File: config.mk
export PLATFORM = sky130hd
export DESIGN_NAME = time_set_controller
export DESIGN_NICKNAME = d
export VERILOG_FILES = /design/src/rtl/time_set_controller_pkg.sv /design/src/rtl/time_set_controller_button_conditioner.sv /design/src/rtl/time_set_controller.sv
export SDC_FILE = /design/constraint.sdc
export NUM_CORES = 1
export LEC_CHECK = 0
export ABC_AREA = 0
export BUFFER_PORTS_ARGS = -buffer_cell sky130_fd_sc_hd__buf_2
export CELL_PAD_IN_SITES_DETAIL_PLACEMENT = 0
export CELL_PAD_IN_SITES_GLOBAL_PLACEMENT = 1
export CORE_ASPECT_RATIO = 0.5
export CORE_MARGIN = 4
export CORE_UTILIZATION = 30
export CTS_BUF_LIST = sky130_fd_sc_hd__clkbuf_4 sky130_fd_sc_hd__clkbuf_8
export CTS_CLUSTER_DIAMETER = 150
export DETAILED_ROUTE_END_ITERATION = 10
export PLACE_DENSITY_LB_ADDON = 0.08
export SETUP_SLACK_MARGIN = 0.1
export SLEW_MARGIN = 25
export SYNTH_ARGS = -nofsm -noshare
export SYNTH_HDL_FRONTEND = slang
export SYNTH_HIERARCHICAL = 1
export SYNTH_SLANG_ARGS = --single-unit
export TNS_END_PERCENT = 1
File: constraint.sdc
create_clock -name clock_1MHz -period 2 [get_ports clock_1MHz]
set_input_delay 0.5 -clock clock_1MHz [delete_from_list [all_inputs] [get_ports clock_1MHz]]
set_output_delay 0.5 -clock clock_1MHz [all_outputs]
set_load 0.005 [all_outputs]
File: src/rtl/time_set_controller_pkg.sv
`default_nettype none
// ============================================================================
// Module      : time_set_controller_pkg
// Description : Shared definitions for the time-set controller: edit FSM
//               state encoding, field_sel codes, BCD field limits and the
//               BCD increment/decrement helper used by every edit field.
// Revision    : 1.0 - initial release
// ============================================================================
package time_set_controller_pkg;

    // Edit FSM states. IDLE and COMMIT are the only non-edit states.
    typedef enum logic [2:0] {
        ST_IDLE    = 3'd0,
        ST_EDIT_HH = 3'd1,
        ST_EDIT_MM = 3'd2,
        ST_EDIT_SS = 3'd3,
        ST_COMMIT  = 3'd4
    } state_t;

    // field_sel codes (display blink select)
    localparam logic [1:0] FIELD_NONE    = 2'd0;
    localparam logic [1:0] FIELD_HOURS   = 2'd1;
    localparam logic [1:0] FIELD_MINUTES = 2'd2;
    localparam logic [1:0] FIELD_SECONDS = 2'd3;

    // Upper bound of each two-digit BCD field
    localparam logic [7:0] HOUR_MAX   = 8'h23;
    localparam logic [7:0] MINSEC_MAX = 8'h59;

    // One BCD step over an 8-bit {tens,ones} field that wraps between 00 and
    // max_value. The input is always a legal in-range value because the field
    // registers are only ever written through this function or reset to zero,
    // so digit carries never produce non-BCD codes.
    function automatic logic [7:0] bcd_step(
        input logic [7:0] value,
        input logic [7:0] max_value,
        input logic       up
    );
        logic [3:0] tens;
        logic [3:0] ones;
        logic [7:0] result;
        tens = value[7:4];
        ones = value[3:0];
        if (up) begin
            if (value == max_value) begin
                result = 8'h00;
            end else if (ones == 4'd9) begin
                result = {tens + 4'd1, 4'd0};
            end else begin
                result = {tens, ones + 4'd1};
            end
        end else begin
            if (value == 8'h00) begin
                result = max_value;
            end else if (ones == 4'd0) begin
                result = {tens - 4'd1, 4'd9};
            end else begin
                result = {tens, ones - 4'd1};
            end
        end
        return result;
    endfunction

    // field_sel decode of a state
    function automatic logic [1:0] field_of(input state_t st);
        logic [1:0] code;
        case (st)
            ST_EDIT_HH: code = FIELD_HOURS;
            ST_EDIT_MM: code = FIELD_MINUTES;
            ST_EDIT_SS: code = FIELD_SECONDS;
            default:    code = FIELD_NONE;
        endcase
        return code;
    endfunction

    // True for the three edit states
    function automatic logic is_edit(input state_t st);
        return (st == ST_EDIT_HH) || (st == ST_EDIT_MM) || (st == ST_EDIT_SS);
    endfunction

endpackage
`default_nettype wire

File: src/rtl/time_set_controller_button_conditioner.sv
`default_nettype none
// ============================================================================
// Module      : time_set_controller_button_conditioner
// Description : Conditions one raw push button: 2-flop synchronizer, counter
//               debounce, press-edge pulse and optional hold auto-repeat.
// Ports       : clock_1MHz  in  system clock
//               reset       in  synchronous active-high reset
//               btn_raw     in  raw asynchronous button, active-high
//               pulse       out one-cycle press / repeat event
// Revision    : 1.0 - initial release
// ============================================================================
module time_set_controller_button_conditioner #(
    parameter int DEBOUNCE_CYCLES = 20000,
    parameter int REPEAT_DELAY    = 500000,
    parameter int REPEAT_PERIOD   = 100000,
    parameter bit REPEAT_EN       = 1'b1
) (
    input  logic clock_1MHz,
    input  logic reset,
    input  logic btn_raw,
    output logic pulse
);

    localparam int DB_W = (DEBOUNCE_CYCLES > 1) ? $clog2(DEBOUNCE_CYCLES) : 1;
    localparam logic [DB_W-1:0] DB_LAST = DB_W'(DEBOUNCE_CYCLES - 1);

    localparam int RPT_MAX = (REPEAT_DELAY > REPEAT_PERIOD) ? REPEAT_DELAY : REPEAT_PERIOD;
    localparam int RPT_W   = (RPT_MAX > 1) ? $clog2(RPT_MAX) : 1;
    localparam logic [RPT_W-1:0] RPT_DELAY_LAST  = RPT_W'(REPEAT_DELAY - 1);
    localparam logic [RPT_W-1:0] RPT_PERIOD_LAST = RPT_W'(REPEAT_PERIOD - 1);

    logic            sync_meta;
    logic            sync_stable;
    logic            level;
    logic [DB_W-1:0] db_cnt;
    logic            press_q;
    logic            db_done;
    logic            rising_now;
    logic            falling_now;

    logic [RPT_W-1:0] rpt_cnt;
    logic             rpt_armed;
    logic             rpt_q;
    logic             rpt_hit;

    // The debounced level flips on the cycle the run of "synced differs
    // from level" reaches DEBOUNCE_CYCLES.
    always_comb begin
        db_done     = (sync_stable != level) && (db_cnt == DB_LAST);
        rising_now  = db_done && !level;
        falling_now = db_done && level;
    end

    always_ff @(posedge clock_1MHz) begin
        if (reset) begin
            sync_meta   <= 1'b0;
            sync_stable <= 1'b0;
            level       <= 1'b0;
            db_cnt      <= '0;
            press_q     <= 1'b0;
        end else begin
            sync_meta   <= btn_raw;
            sync_stable <= sync_meta;
            press_q     <= rising_now;
            if (sync_stable != level) begin
                if (db_done) begin
                    level  <= sync_stable;
                    db_cnt <= '0;
                end else begin
                    db_cnt <= db_cnt + 1'b1;
                end
            end else begin
                // Any bounce back to the current level restarts the count
                db_cnt <= '0;
            end
        end
    end

    // Before the first repeat the counter measures REPEAT_DELAY from the
    // press; afterwards (armed) it measures REPEAT_PERIOD between repeats.
    always_comb begin
        rpt_hit = rpt_armed ? (rpt_cnt == RPT_PERIOD_LAST) : (rpt_cnt == RPT_DELAY_LAST);
    end

    // Repeats only run while the level is high and is not being released on
    // this very cycle, so a release never produces a trailing step.
    always_ff @(posedge clock_1MHz) begin
        if (reset) begin
            rpt_cnt   <= '0;
            rpt_armed <= 1'b0;
            rpt_q     <= 1'b0;
        end else if (REPEAT_EN && level && !falling_now) begin
            if (rpt_hit) begin
                rpt_cnt   <= '0;
                rpt_armed <= 1'b1;
                rpt_q     <= 1'b1;
            end else begin
                rpt_cnt   <= rpt_cnt + 1'b1;
                rpt_q     <= 1'b0;
            end
        end else begin
            rpt_cnt   <= '0;
            rpt_armed <= 1'b0;
            rpt_q     <= 1'b0;
        end
    end

    assign pulse = press_q | rpt_q;

endmodule
`default_nettype wire

File: src/rtl/time_set_controller.sv
`default_nettype none
// ============================================================================
// Module      : time_set_controller
// Description : Button-driven HH:MM:SS time entry. Conditions mode/up/down
//               buttons, steps the selected BCD field while editing and
//               issues a one-cycle load pulse when the edit is committed.
// Ports       : clock_1MHz  in   1  system clock, 1 MHz
//               reset       in   1  synchronous, active-high
//               btn_mode    in   1  raw mode button
//               btn_up      in   1  raw increment button
//               btn_down    in   1  raw decrement button
//               setTime     out 24  BCD {hT,hO,mT,mO,sT,sO}
//               load        out  1  one-cycle commit pulse
//               editing     out  1  high in any edit state
//               field_sel   out  2  0 none, 1 hours, 2 minutes, 3 seconds
// Revision    : 1.0 - initial release
// ============================================================================
module time_set_controller
    import time_set_controller_pkg::*;
#(
    parameter int DEBOUNCE_CYCLES = 20000,
    parameter int REPEAT_DELAY    = 500000,
    parameter int REPEAT_PERIOD   = 100000
) (
    input  logic        clock_1MHz,
    input  logic        reset,
    input  logic        btn_mode,
    input  logic        btn_up,
    input  logic        btn_down,
    output logic [23:0] setTime,
    output logic        load,
    output logic        editing,
    output logic [1:0]  field_sel
);

    logic mode_ev;
    logic up_ev;
    logic down_ev;

    // Mode never auto-repeats: holding it must not skip through fields.
    time_set_controller_button_conditioner #(
        .DEBOUNCE_CYCLES (DEBOUNCE_CYCLES),
        .REPEAT_DELAY    (REPEAT_DELAY),
        .REPEAT_PERIOD   (REPEAT_PERIOD),
        .REPEAT_EN       (1'b0)
    ) u_mode_cond (
        .clock_1MHz (clock_1MHz),
        .reset      (reset),
        .btn_raw    (btn_mode),
        .pulse      (mode_ev)
    );

    time_set_controller_button_conditioner #(
        .DEBOUNCE_CYCLES (DEBOUNCE_CYCLES),
        .REPEAT_DELAY    (REPEAT_DELAY),
        .REPEAT_PERIOD   (REPEAT_PERIOD),
        .REPEAT_EN       (1'b1)
    ) u_up_cond (
        .clock_1MHz (clock_1MHz),
        .reset      (reset),
        .btn_raw    (btn_up),
        .pulse      (up_ev)
    );

    time_set_controller_button_conditioner #(
        .DEBOUNCE_CYCLES (DEBOUNCE_CYCLES),
        .REPEAT_DELAY    (REPEAT_DELAY),
        .REPEAT_PERIOD   (REPEAT_PERIOD),
        .REPEAT_EN       (1'b1)
    ) u_down_cond (
        .clock_1MHz (clock_1MHz),
        .reset      (reset),
        .btn_raw    (btn_down),
        .pulse      (down_ev)
    );

    state_t      state_q;
    state_t      state_d;
    logic [23:0] time_q;
    logic [23:0] time_d;
    logic        step_up;
    logic        step_down;
    logic        step_any;

    // Up and down together cancel; mode wins over either of them.
    always_comb begin
        step_up   = up_ev && !down_ev && !mode_ev;
        step_down = down_ev && !up_ev && !mode_ev;
        step_any  = step_up || step_down;
    end

    always_comb begin
        state_d = state_q;
        time_d  = time_q;
        case (state_q)
            ST_IDLE: begin
                if (mode_ev) begin
                    state_d = ST_EDIT_HH;
                end
            end
            ST_EDIT_HH: begin
                if (mode_ev) begin
                    state_d = ST_EDIT_MM;
                end else if (step_any) begin
                    time_d[23:16] = bcd_step(time_q[23:16], HOUR_MAX, step_up);
                end
            end
            ST_EDIT_MM: begin
                if (mode_ev) begin
                    state_d = ST_EDIT_SS;
                end else if (step_any) begin
                    time_d[15:8] = bcd_step(time_q[15:8], MINSEC_MAX, step_up);
                end
            end
            ST_EDIT_SS: begin
                if (mode_ev) begin
                    state_d = ST_COMMIT;
                end else if (step_any) begin
                    time_d[7:0] = bcd_step(time_q[7:0], MINSEC_MAX, step_up);
                end
            end
            ST_COMMIT: begin
                state_d = ST_IDLE;
            end
            default: begin
                state_d = ST_IDLE;
            end
        endcase
    end

    // Status outputs are decoded from the next state so they are registered
    // yet line up with the state register cycle for cycle.
    always_ff @(posedge clock_1MHz) begin
        if (reset) begin
            state_q   <= ST_IDLE;
            time_q    <= 24'h000000;
            load      <= 1'b0;
            editing   <= 1'b0;
            field_sel <= FIELD_NONE;
        end else begin
            state_q   <= state_d;
            time_q    <= time_d;
            load      <= (state_d == ST_COMMIT);
            editing   <= is_edit(state_d);
            field_sel <= field_of(state_d);
        end
    end

    assign setTime = time_q;

endmodule
`default_nettype wire

# Yosys cells after proc, flatten, opt, wreduce, memory -nomap -nowiden
# Cells that the tools add are included.
[totals] ram_bits=0 inputBits=5 rom_bits=0 latchBits=0 register_bits=130 mem_count=0
[classes] muxes=25 bitwise=8 order_cmp=0 n_addsub=17 shift=0 eq_ne=26 multipliers=0 n_reduce_logical=51 div=0
[ops] cell="$mux 8" n=15
[ops] cell="$add 15x1->15 const B" n=3
[ops] cell="$eq 15x15->1 const B" n=3
[ops] cell="$add 19x1->19 const B" n=2
[ops] cell="$eq 19x17->1 const B" n=2
[ops] cell="$eq 19x19->1 const B" n=2
[ops] cell="$add 4x1->4 const B" n=6
[ops] cell="$logic_not 8->1" n=3
[ops] cell="$sub 4x1->4 const B" n=6
[ops] cell="$eq 8x7->1 const B" n=2
[ops] cell="$reduce_and 5->1" n=3
[ops] cell="$reduce_or 3->1" n=5
[ops] cell="$logic_and 1x1->1" n=14
[ops] cell="$eq 3x2->1 const B" n=4
[ops] cell="$eq 4x4->1 const B" n=3
[ops] cell="$logic_not 4->1" n=3
[ops] cell="$mux 3" n=4
[ops] cell="$pmux 3 s4" n=1
[ops] cell="$ne 3x1->1 const B" n=3
[ops] cell="$reduce_and 3->1" n=3
[ops] cell="$reduce_bool 3->1" n=3
[ops] cell="$eq 8x6->1 const B" n=1
[ops] cell="$logic_not 1->1" n=8
[ops] cell="$eq 3x1->1 const B" n=2
[ops] cell="10 further kinds" n=26

# Depth between registers and ports, before layout
# Gate-level depths: netlist of run 1.
[depth] ltp_word=7 mapped_depth=7 depth_no_buf=6

# By module
# The synthesis of run 1 kept the hierarchy.
[modules_own_cells] module="time_set_controller" seq_area_each_um2=620.6 area_each_um2=2328.5 instances=1 cells_per_inst=275
[modules_own_cells] module="time_set_controller_button_conditioner (u_down_cond)" seq_area_each_um2=800.8 area_each_um2=1796.7 instances=1 cells_per_inst=199
[modules_own_cells] module="time_set_controller_button_conditioner (u_up_cond)" seq_area_each_um2=800.8 area_each_um2=1771.7 instances=1 cells_per_inst=188
[modules_own_cells] module="time_set_controller_button_conditioner (u_mode_cond)" seq_area_each_um2=380.4 area_each_um2=792.0 instances=1 cells_per_inst=85

# Worst setup path after synthesis of run 1
# OpenSTA, ideal clock, no wires.
[synth_timing] kind="reg2reg" startpoint="register u_down_cond.rpt_q" endpoint="register time_q[12] (netlist: setTime[12])" t_arrival_ps=1885 slack_ps=54 synth_period_minus_slack_ps=1946 stages_incl_launch_ff=7 path_buffers=1 path_cell_list="dfxtp_1 -> or2_2 -> or3b_4 -> buf_6 -> or3_4 -> a211oi_2 -> o221a_1"
[synth_via] elab_chain_len=6 elab_cells_between_ends=11
[synth_lines] item="start, declared" line="time_set_controller_button_conditioner.sv:43" rtl="logic rpt_q;"
[synth_lines] item="start signal, assigned" line="time_set_controller_button_conditioner.sv:91" rtl="rpt_q <= 1'b0;"
[synth_lines] item="start signal, assigned" line="time_set_controller_button_conditioner.sv:96" rtl="rpt_q <= 1'b1;"
[synth_lines] item="start signal, assigned" line="time_set_controller_button_conditioner.sv:99" rtl="rpt_q <= 1'b0;"
[synth_lines] item="$or 1x1->1 (*)" line="time_set_controller_button_conditioner.sv:108" rtl="assign pulse = press_q | rpt_q;"
[synth_lines] item="net down_ev" line="time_set_controller.sv:38" rtl="logic down_ev;"
[synth_lines] item="$logic_not 1->1" line="time_set_controller.sv:87" rtl="step_up = up_ev && !down_ev && !mode_ev;"
[synth_lines] item="$logic_and 1x1->1 (2 in series)" line="time_set_controller.sv:87"
[synth_lines] item="$ne 3x1->1 (no source line) (tied with other cells)"
[synth_lines] item="$reduce_and 5->1 (no source line)"
[synth_lines] item="end signal, assigned" line="time_set_controller.sv:142" rtl="time_q <= time_d;"
[synth_lines] item="end, declared" line="time_set_controller.sv:79" rtl="logic [23:0] time_q;"
# Mark *: on every way through the listed nets, which the timed path passes. The rest lies on a longest branch.
# A chain may end at the register's enable or synchronous reset.

# Final worst setup path of run 1
# Same ends and word-level chain as after synthesis.

==> impl_metrics.env, run 1 <==
export IMPL_status="complete, no violations"
export IMPL_final_cell_mix="dfxtp_1, buf_4, nor2_1"
export IMPL_critPathMaxFanout=6
export IMPL_pre_cts_ws_ns=-0.0267
export IMPL_cts_buffers=17
export IMPL_grt_pass1_vias=5478
export IMPL_synth_async_reset_ratio_pct=0
export IMPL_final_max_slew_violation_count=0
export IMPL_grt_busiest_layer="met2"
export IMPL_multi_input_area_sq_um=3950
export IMPL_power_total_mw=5.16
export IMPL_dieHeight_um=114
export IMPL_drv_cap=0
export IMPL_grt_use_total_pct=13.7
export IMPL_synth_area_leaders="dfxtp_1, xor2_1, ha_1"
export IMPL_power_leakage_nw=2.99
export IMPL_slew_limit_headroom_pct=62.9
export IMPL_syn2layout_area_growth_pct=24.4
export IMPL_dp_cells=1124
export IMPL_coreArea_sq_um=21800
export IMPL_finalHoldViolations=0
export IMPL_post_route_period_util_pct=97.2
export IMPL_final_core_util_pct=38.2
export IMPL_ios=33
export IMPL_synth_largest_area_cell="dfxtp_1"
export IMPL_whs_ns=0.264
export IMPL_ir_drop_v=0.000302
export IMPL_hp_class="in -> reg"
export IMPL_wire_per_inst_um=14.1
export IMPL_stdcell_count=1160
export IMPL_stdcell_area_sq_um=8320
export IMPL_arrival_ns=2.33
export IMPL_worstSetupPathType="reg -> reg"
export IMPL_vias_per_cell=4.94
export IMPL_fillers=2245
export IMPL_rows=38
export IMPL_clk_latency_ns=0.44
export IMPL_dr_pass1_iters=4
export IMPL_drive_above_1_share_pct=22.1
export IMPL_fin_crit_ns=1.94
export IMPL_fin_tns_setup_ns=0
export IMPL_tightest_slew_ns=0.556
export IMPL_routed_wl_um=16300
export IMPL_grt_first_pass_wirelength_um=27800
export IMPL_vias=5729
export IMPL_synth_edf_count=0
export IMPL_synth_seq_cells=130
export IMPL_overflow=0
export IMPL_placed_area_sq_um=7720
export IMPL_ys_flop_type="dfxtp_1"
export IMPL_final_common_cell="dfxtp_1"
export IMPL_synthCells=747
export IMPL_hpwl_um=11300
export IMPL_die_area_sq_um=24900
export IMPL_syn_mean_instance_area_sq_um=8.95
export IMPL_drc=0
export IMPL_clkSinkCount=130
export IMPL_root_buffer="clkbuf_8"
export IMPL_syn_nets=779
export IMPL_clk_path_buf_depth=2
export IMPL_die_w_um=219
export IMPL_netlist_area_sq_um=6690
export IMPL_synth_distinct_cells=77
export IMPL_fmax_mhz=515
export IMPL_met2_usage_pct=21.3
export IMPL_grt_start_max_net_pins=24
export IMPL_fin_nets=879
export IMPL_synth_top_cell_area_share_pct=38.9
export IMPL_start_kind="flop"
export IMPL_cts_tree="done"
export IMPL_io_buffers=32
export IMPL_yosys_warnings=6
export IMPL_antenna_found_initial=0
export IMPL_synth_seq_area_share_pct=38.9
export IMPL_start_util_pct=30.7
export IMPL_met3_usage_pct=3.43
export IMPL_rsz0062_at_grt="true"
export IMPL_end_kind="flop"
export IMPL_power_density_nw_per_um2=620
export IMPL_htree_levels=4
export IMPL_use_met1_pct=18.6
export IMPL_final_seq_area_sq_um=2600
export IMPL_drt_iter0_drc=314
export IMPL_worst_slack_ns=0.0568
export IMPL_drtAntennaViolNets=0
export IMPL_worst_clock_skew_ns=0.0131
export IMPL_setup_viol_count_final=0
export IMPL_clk_pin_slew_worst_paths_ns=0.08
export IMPL_antennaDiodeCount=0
export IMPL_cp_required_ns=2.39
export IMPL_gp_congestion=0.785
cells by family (layout without fill, tap and decap cells):
family | Yosys count | after routing | share of synthesized area [%]
simple gates | 340 | 341 | 28.8
flops | 130 | 130 | 38.9
compound gates | 110 | 110 | 12.7
xor+xnor | 70 | 70 | 9.17
buf+inv | 63 | 175 | 4.34
fa+ha+maj | 27 | 27 | 5.05
mux | 7 | 7 | 1.08
layer usage:
metal  share of wire, %  routed length (um)  up-vias
met3                3.3                 539       16
met4                1.4                 233        0
li1                   -                   -     2956
met5                  0                   0        -
met2                 44                7090       71
met1                 52                8430     2686
flip-flops by register name (all words and copies together) (netlist names), 2 cells and up:
register	flops
field_sel	2
u_mode_cond/db_cnt	15
state_q	3
u_up_cond/db_cnt	15
u_down_cond/rpt_cnt	19
u_down_cond/db_cnt	15
u_up_cond/rpt_cnt	19
setTime	24
power breakdown:
group          leakage [nW]  total, mW  internal (mW)  switching [mW]
clock network         0.215       2.51           1.41            1.10
registers              1.05       2.60           2.59         0.00484
logic                  1.73     0.0559         0.0194          0.0365
total                  2.99       5.16           4.02            1.14
worst max-delay path: stages, from the launching register on:
cell and delay, ns:
dfxtp_1 0.30, or2_4 0.28, or3b_4 0.50, or3_4 0.40, a211oi_2 0.22, o221a_1 0.20
what timing repair did:
action / 4_1_cts / 5_1_grt
pin swaps: 4 / 5
cloned: 1 / 0
endpoints found under the setup margin: 27 / 74
buffers inserted: 1 / 2
hold buffers: 0 / 0
resized for setup: 9 / 19
path summary, 6_finish.rpt:
| kind | from | slack [ns] | depth (start not counted) | to |
|---|---|---|---|---|
| setup / recovery | u_down_cond/rpt_q | 0.06 | 5 | setTime[12] |
| hold / removal | btn_down | 0.26 | 2 | u_down_cond/sync_meta |
| setup reg to reg | u_down_cond/rpt_q | 0.06 | 5 | setTime[12] |
| hold reg to reg | u_mode_cond/sync_meta | 0.44 | 1 | u_mode_cond/sync_stable |
final cells by class:
| type | count | area share [%] |
|---|---|---|
| Tap cell | 300 | 4.51 |
| Timing Repair Buffer | 113 | 10.2 |
| Sequential cell | 130 | 31.3 |
| Clock buffer | 19 | 3.07 |
| Clock inverter | 13 | 2.21 |
| Multi-Input combinational cell | 555 | 47.4 |
| Inverter | 30 | 1.35 |
synth_stat cells (4+ instances only):
cell and n:
xor2_1 41, nand4_1 25, dfxtp_1 130, o21ai_0 16, ha_1 27, buf_2 7, o211ai_1 5, nand3b_1 5
nor3b_1 11, or4_1 6, clkbuf_1 18, mux2i_1 5, a31oi_1 4, and4_1 18, nor3_1 55, a211oi_1 19
nor2_1 68, or2_2 4, nand3_1 30, nor4_1 9, xnor2_1 29, a211oi_2 4, buf_6 4, and2_1 6
o32ai_1 5, nor2b_1 12, a32oi_1 4, and3_1 5, o31ai_1 6, a311oi_1 5, nand2_1 40, and3b_1 4
a21oi_1 11, or3_1 14, inv_1 30, nor4b_1 8
Note: power is estimated with default switching activity, not from simulation.
==> inputs of run 2 (changes only) <==
--- a/constraint.sdc
+++ b/constraint.sdc
@@ -3,2 +3,2 @@
 set_output_delay 0.5 -clock clock_1MHz [all_outputs]
-set_load 0.005 [all_outputs]
+set_load 0.02 [all_outputs]
==> run 2 against run 1 <==
Setup slack gained 0.042 ns. Register-to-register slack gained 0.04 ns. Highest routed layer unchanged. Count of clock-buffer cells in the layout grew 5. Largest power group unchanged.
==> impl_metrics.env, run 2 (synthesis gave the netlist of run 1 again) <==
export IMPL_drive_above_1_share_pct=21.2
export IMPL_ir_drop_v=0.000355
export IMPL_io_buffers=32
export IMPL_worst_clock_skew_ns=0.00935
export IMPL_p_seq_share_pct=51.0
export IMPL_timing_rr_end="setTime[14]"
export IMPL_hold_buffers=0
export IMPL_max_stage_delay_ns=0.45
export IMPL_clk_path_buf_depth=2
export IMPL_p_clk_share_pct=48.0
export IMPL_antennaDiodeCount=0
export IMPL_vias=5643
export IMPL_placed_area_sq_um=7630
export IMPL_clk_latency_ns=0.44
export IMPL_hold_path_end="u_down_cond/sync_meta"
export IMPL_arrival_ns=2.25
export IMPL_end_kind="flop"
export IMPL_multi_input_area_sq_um=3890
export IMPL_dr_pass1_iters=4
export IMPL_grt_start_max_net_pins=22
export IMPL_power_density_nw_per_um2=624
export IMPL_clkSinkCount=130
export IMPL_switchingPower_mw=1.10
export IMPL_swShare_pct=21.5
export IMPL_fin_tns_setup_ns=0
export IMPL_coreArea_sq_um=21800
export IMPL_gp_congestion=0.765
export IMPL_min_delay_start="btn_down"
export IMPL_cts_tree="done"
export IMPL_setup_viol_count_final=0
export IMPL_grt_use_total_pct=13.4
export IMPL_grt_first_pass_wirelength_um=27300
export IMPL_fin_crit_ns=1.90
export IMPL_cpMostUsedCell="or2_4"
export IMPL_post_route_period_util_pct=95.1
export IMPL_fin_nets=873
export IMPL_dieHeight_um=114
export IMPL_antenna_found_initial=1
export IMPL_critical_path_top_delay_family="simple AND/OR/NAND/NOR gates"
export IMPL_crit_slowest_cell="or3b_4"
export IMPL_htree_levels=4
export IMPL_final_cell_mix="dfxtp_1, buf_4, nor2_1"
export IMPL_root_buffer="clkbuf_8"
export IMPL_start_kind="flop"
export IMPL_wire_per_inst_um=13.9
export IMPL_drv_cap=0
export IMPL_worstRegToRegCells=5
export IMPL_hpwl_um=11200
export IMPL_vias_per_cell=4.89
export IMPL_rrSetupSlack_ns=0.1
export IMPL_fmax_mhz=526
export IMPL_die_w_um=219
export IMPL_rsz0062_at_grt="true"
export IMPL_tightest_slew_ns=0.521
export IMPL_cp_required_ns=2.35
export IMPL_worstSetupPathType="reg -> reg"
export IMPL_final_max_slew_violation_count=0
export IMPL_rows=38
export IMPL_final_seq_area_sq_um=2610
export IMPL_finalHoldViolations=0
export IMPL_fillers=2274
export IMPL_stdcell_area_sq_um=8170
export IMPL_worst_slack_ns=0.0989
export IMPL_syn2layout_area_growth_pct=22.2
export IMPL_die_area_sq_um=24900
export IMPL_clk_pin_slew_worst_paths_ns=0.07
export IMPL_overflow=0
export IMPL_critPathMaxFanout=5
export IMPL_largest_reg_flops=24
export IMPL_drtAntennaViolNets=0
export IMPL_critical_path_buf_inv_count=0
export IMPL_hold_depth=2
export IMPL_p_int_mw=4.00
export IMPL_slew_limit_headroom_pct=65.2
export IMPL_drc=0
export IMPL_hp_class="in -> reg"
export IMPL_pre_cts_ws_ns=0.00900
export IMPL_reg2reg_from="u_down_cond/rpt_q"
export IMPL_ios=33
export IMPL_routed_wl_um=16000
export IMPL_cts_buffers=17
export IMPL_final_common_cell="dfxtp_1"
export IMPL_status="complete, no violations"
export IMPL_grt_pass1_vias=5488
export IMPL_path_cells="or2_4 -> or3b_4 -> mux2i_2 -> or2_4 -> o41ai_2"
export IMPL_comb_power_share_pct=1.0
export IMPL_start_util_pct=30.7
export IMPL_drt_iter0_drc=277
export IMPL_power_leakage_nw=2.94
[run 2: cell types whose count changed in the layout (fill, tap and decap cells not counted), moves of 3 or more]
cell	delta
buf_12	-4
buf_4	-4
dfxtp_1	-5
clkbuf_4	+3
dfxtp_2	+5
[run 2: per-stage QoR]
stage | total power, mW | util (%) | hold WS [ns] | instances
after floorplan | 2.69 | - | 0.414 | 747
after global placement | 2.71 | 35.0 | 0.421 | 1118
after detailed placement | 2.71 | 35.0 | 0.422 | 1118
after CTS | 5.22 | 37.1 | 0.220 | 1150
after global routing | 5.35 | 37.5 | 0.236 | 1154
final | 5.10 | 37.5 | 0.266 | 1154
[run 2: cell type report]
cell class              count  share of cell area (%)
multi-input cells         555                    47.6
flip-flops and latches    130                    31.9
repair buffers            107                    9.29
well taps                 300                    4.59
clock buffers              24                    3.73
clock inverters             8                    1.53
inverters                  30                    1.38
[run 2: per-layer routing]
metal	vias to the layer above	GRT usage, %	routed length, um
met4	0	3.45	82
met5	-	0	0
met1	2648	18.2	8260
met2	62	20.7	7080
li1	2929	-	-
met3	4	4.13	601
[run 2: power by group through the flow]
stage | clock [mW] | combinational [mW] | sequential [mW]
2_1_floorplan | 0 | 0.0291 | 2.66
3_3_place_gp | 0 | 0.0528 | 2.66
3_5_place_dp | 0 | 0.0524 | 2.66
4_1_cts | 2.57 | 0.0524 | 2.60
5_1_grt | 2.69 | 0.0575 | 2.60
6_report | 2.45 | 0.0503 | 2.60
[run 2: worst max-delay path by stage]
stage	cells past startpoint	to	slack [ns]	from
finish	5	setTime[14]	0.1	u_down_cond/rpt_q
global route	6	u_down_cond/rpt_q	0.003	u_down_cond/rpt_cnt[7]
CTS	6	u_down_cond/rpt_q	0.02	u_down_cond/rpt_cnt[7]
detailed placement	5	setTime[14]	0.009	u_down_cond/rpt_q
global placement	6	setTime[4]	-0.0009	u_down_cond/rpt_q
floorplan	6	setTime[12]	0.09	u_down_cond/rpt_q
[run 2: repair_timing]
action | in CTS | in global routing
gates cloned | 0 | 2
buffers inserted | 0 | 2
setup endpoints to repair | 44 | 63
pin swaps | 0 | 3
gates resized for setup | 2 | 22
==> inputs of run 3 (changes only) <==
--- a/config.mk
+++ b/config.mk
@@ -18,3 +18,2 @@
 export PLACE_DENSITY_LB_ADDON = 0.08
-export SETUP_SLACK_MARGIN = 0.1
 export SLEW_MARGIN = 25
==> constraint.sdc (replaced) <==
create_clock -name clock_1MHz -period 2 [get_ports clock_1MHz]
set_input_delay 0 -clock clock_1MHz [delete_from_list [all_inputs] [get_ports clock_1MHz]]
set_output_delay 0 -clock clock_1MHz [all_outputs]
set_load 0.02 [all_outputs]
==> run 3 against run 2 <==
Count of clock-buffer cells in the layout down 3. Cell area increased by 0.75%. Power up 0.55%. Utilization rose by 0.28 points. Critical endpoint is now setTime[15]. Largest cell class unchanged.
==> impl_metrics.env, run 3 (synthesis gave the netlist of run 1 again) <==
export IMPL_worst_clock_skew_ns=0.0145
export IMPL_fmax_mhz=516
export IMPL_final_cell_mix="dfxtp_1, buf_4, nor2_1"
export IMPL_final_common_cell="dfxtp_1"
export IMPL_grt_pass1_vias=5456
export IMPL_vias=5621
export IMPL_coreArea_sq_um=21800
export IMPL_critPathMaxFanout=8
export IMPL_dr_pass1_iters=5
export IMPL_syn2layout_area_growth_pct=23.1
export IMPL_clk_latency_ns=0.46
export IMPL_ios=33
export IMPL_power_total_mw=5.13
export IMPL_final_core_util_pct=37.8
export IMPL_fin_crit_ns=1.94
export IMPL_grt_first_pass_wirelength_um=27200
export IMPL_drtAntennaViolNets=0
export IMPL_drive_above_1_share_pct=20.6
export IMPL_finalHoldViolations=0
export IMPL_rsz0062_at_grt="true"
export IMPL_wire_per_inst_um=13.7
export IMPL_drv_cap=0
export IMPL_drc=0
export IMPL_antennaDiodeCount=0
export IMPL_die_w_um=219
export IMPL_grt_use_total_pct=13.5
export IMPL_root_buffer="clkbuf_8"
export IMPL_worstRegToRegCells=5
export IMPL_fillers=2283
export IMPL_post_route_period_util_pct=96.9
export IMPL_antenna_found_initial=0
export IMPL_start_kind="flop"
export IMPL_final_max_slew_violation_count=0
export IMPL_worstSetupPathType="reg -> reg"
export IMPL_ir_drop_v=0.000295
export IMPL_hp_class="in -> reg"
export IMPL_gp_congestion=0.757
export IMPL_rows=38
export IMPL_drt_iter0_drc=279
export IMPL_cp_required_ns=2.36
export IMPL_power_leakage_nw=2.97
export IMPL_clk_path_buf_depth=2
export IMPL_cts_tree="done"
export IMPL_stdcell_area_sq_um=8240
export IMPL_grt_start_max_net_pins=28
export IMPL_status="complete, no violations"
export IMPL_io_buffers=32
export IMPL_clk_pin_slew_worst_paths_ns=0.08
export IMPL_pre_cts_ws_ns=0.0195
export IMPL_hold_depth=3
export IMPL_cts_buffers=17
export IMPL_power_density_nw_per_um2=622
export IMPL_overflow=0
export IMPL_htree_levels=4
export IMPL_worst_slack_ns=0.0618
export IMPL_clkSinkCount=130
export IMPL_fin_nets=881
export IMPL_whs_ns=0.301
export IMPL_post_cts_buffers=0
export IMPL_routed_wl_um=15900
export IMPL_largest_reg_flops=24
export IMPL_die_area_sq_um=24900
export IMPL_vias_per_cell=4.84
export IMPL_setup_viol_count_final=0
export IMPL_end_kind="flop"
export IMPL_dieHeight_um=114
export IMPL_arrival_ns=2.29
export IMPL_slew_limit_headroom_pct=65.4
export IMPL_placed_area_sq_um=7690
export IMPL_start_util_pct=30.7
export IMPL_hpwl_um=11300
export IMPL_tightest_slew_ns=0.518
==> run 3: power breakdown <==
group | total, mW | leakage [nW] | internal, mW | switching (mW)
logic | 0.0584 | 1.71 | 0.0225 | 0.0359
registers | 2.60 | 1.05 | 2.59 | 0.00505
clock network | 2.47 | 0.208 | 1.35 | 1.12
total | 5.13 | 2.97 | 3.97 | 1.16
==> run 3: layout make-up <==
class                      instances  area, sq um  area share [%]
clock buffer                      21          283            3.43
clock inverter                    11          151            1.84
sequential                       130         2600            31.6
timing repair buffer             116          845            10.3
inverter                          30          113            1.37
multi-input combinational        554         3870            46.9
tap                              300          375            4.56
==> run 3: worst paths after layout <==
check / from / to / slack, ns
setup / recovery: u_down_cond/rpt_q / setTime[15] / 0.06
hold reg to reg: u_down_cond/sync_meta / u_down_cond/sync_stable / 0.44
setup reg to reg: u_down_cond/rpt_q / setTime[15] / 0.06
hold / removal: btn_up / u_up_cond/sync_meta / 0.30
==> run 3: per-stage QoR <==
stage | cells | setup TNS [ns]
3_5_place_dp | 1125 | 0
4_1_cts | 1162 | -0.0000413
3_3_place_gp | 1125 | 0
2_1_floorplan | 747 | 0
6_report | 1162 | 0
5_1_grt | 1162 | -0.118
==> run 3: metal layers <==
| metal | track usage [%] | wire (um) |
|---|---|---|
| met5 | 0 | 0 |
| met3 | 4.31 | 520 |
| met1 | 17.8 | 8250 |
| met2 | 21.1 | 6980 |
| met4 | 4.12 | 176 |
==> run 3: worst max-delay path, stage by stage, from the launching register on <==
cell and delay, ns:
dfxtp_1 0.30, or2_4 0.26, or3b_4 0.45, or3_4 0.43, o32a_1 0.16, o32ai_1 0.24
==> run 3: repair_timing <==
item	in CTS	in global routing
hold endpoints to repair	9	0
endpoints found under the setup margin	1	37
hold buffers	5	0
pin swaps	0	2
resized for setup	0	15
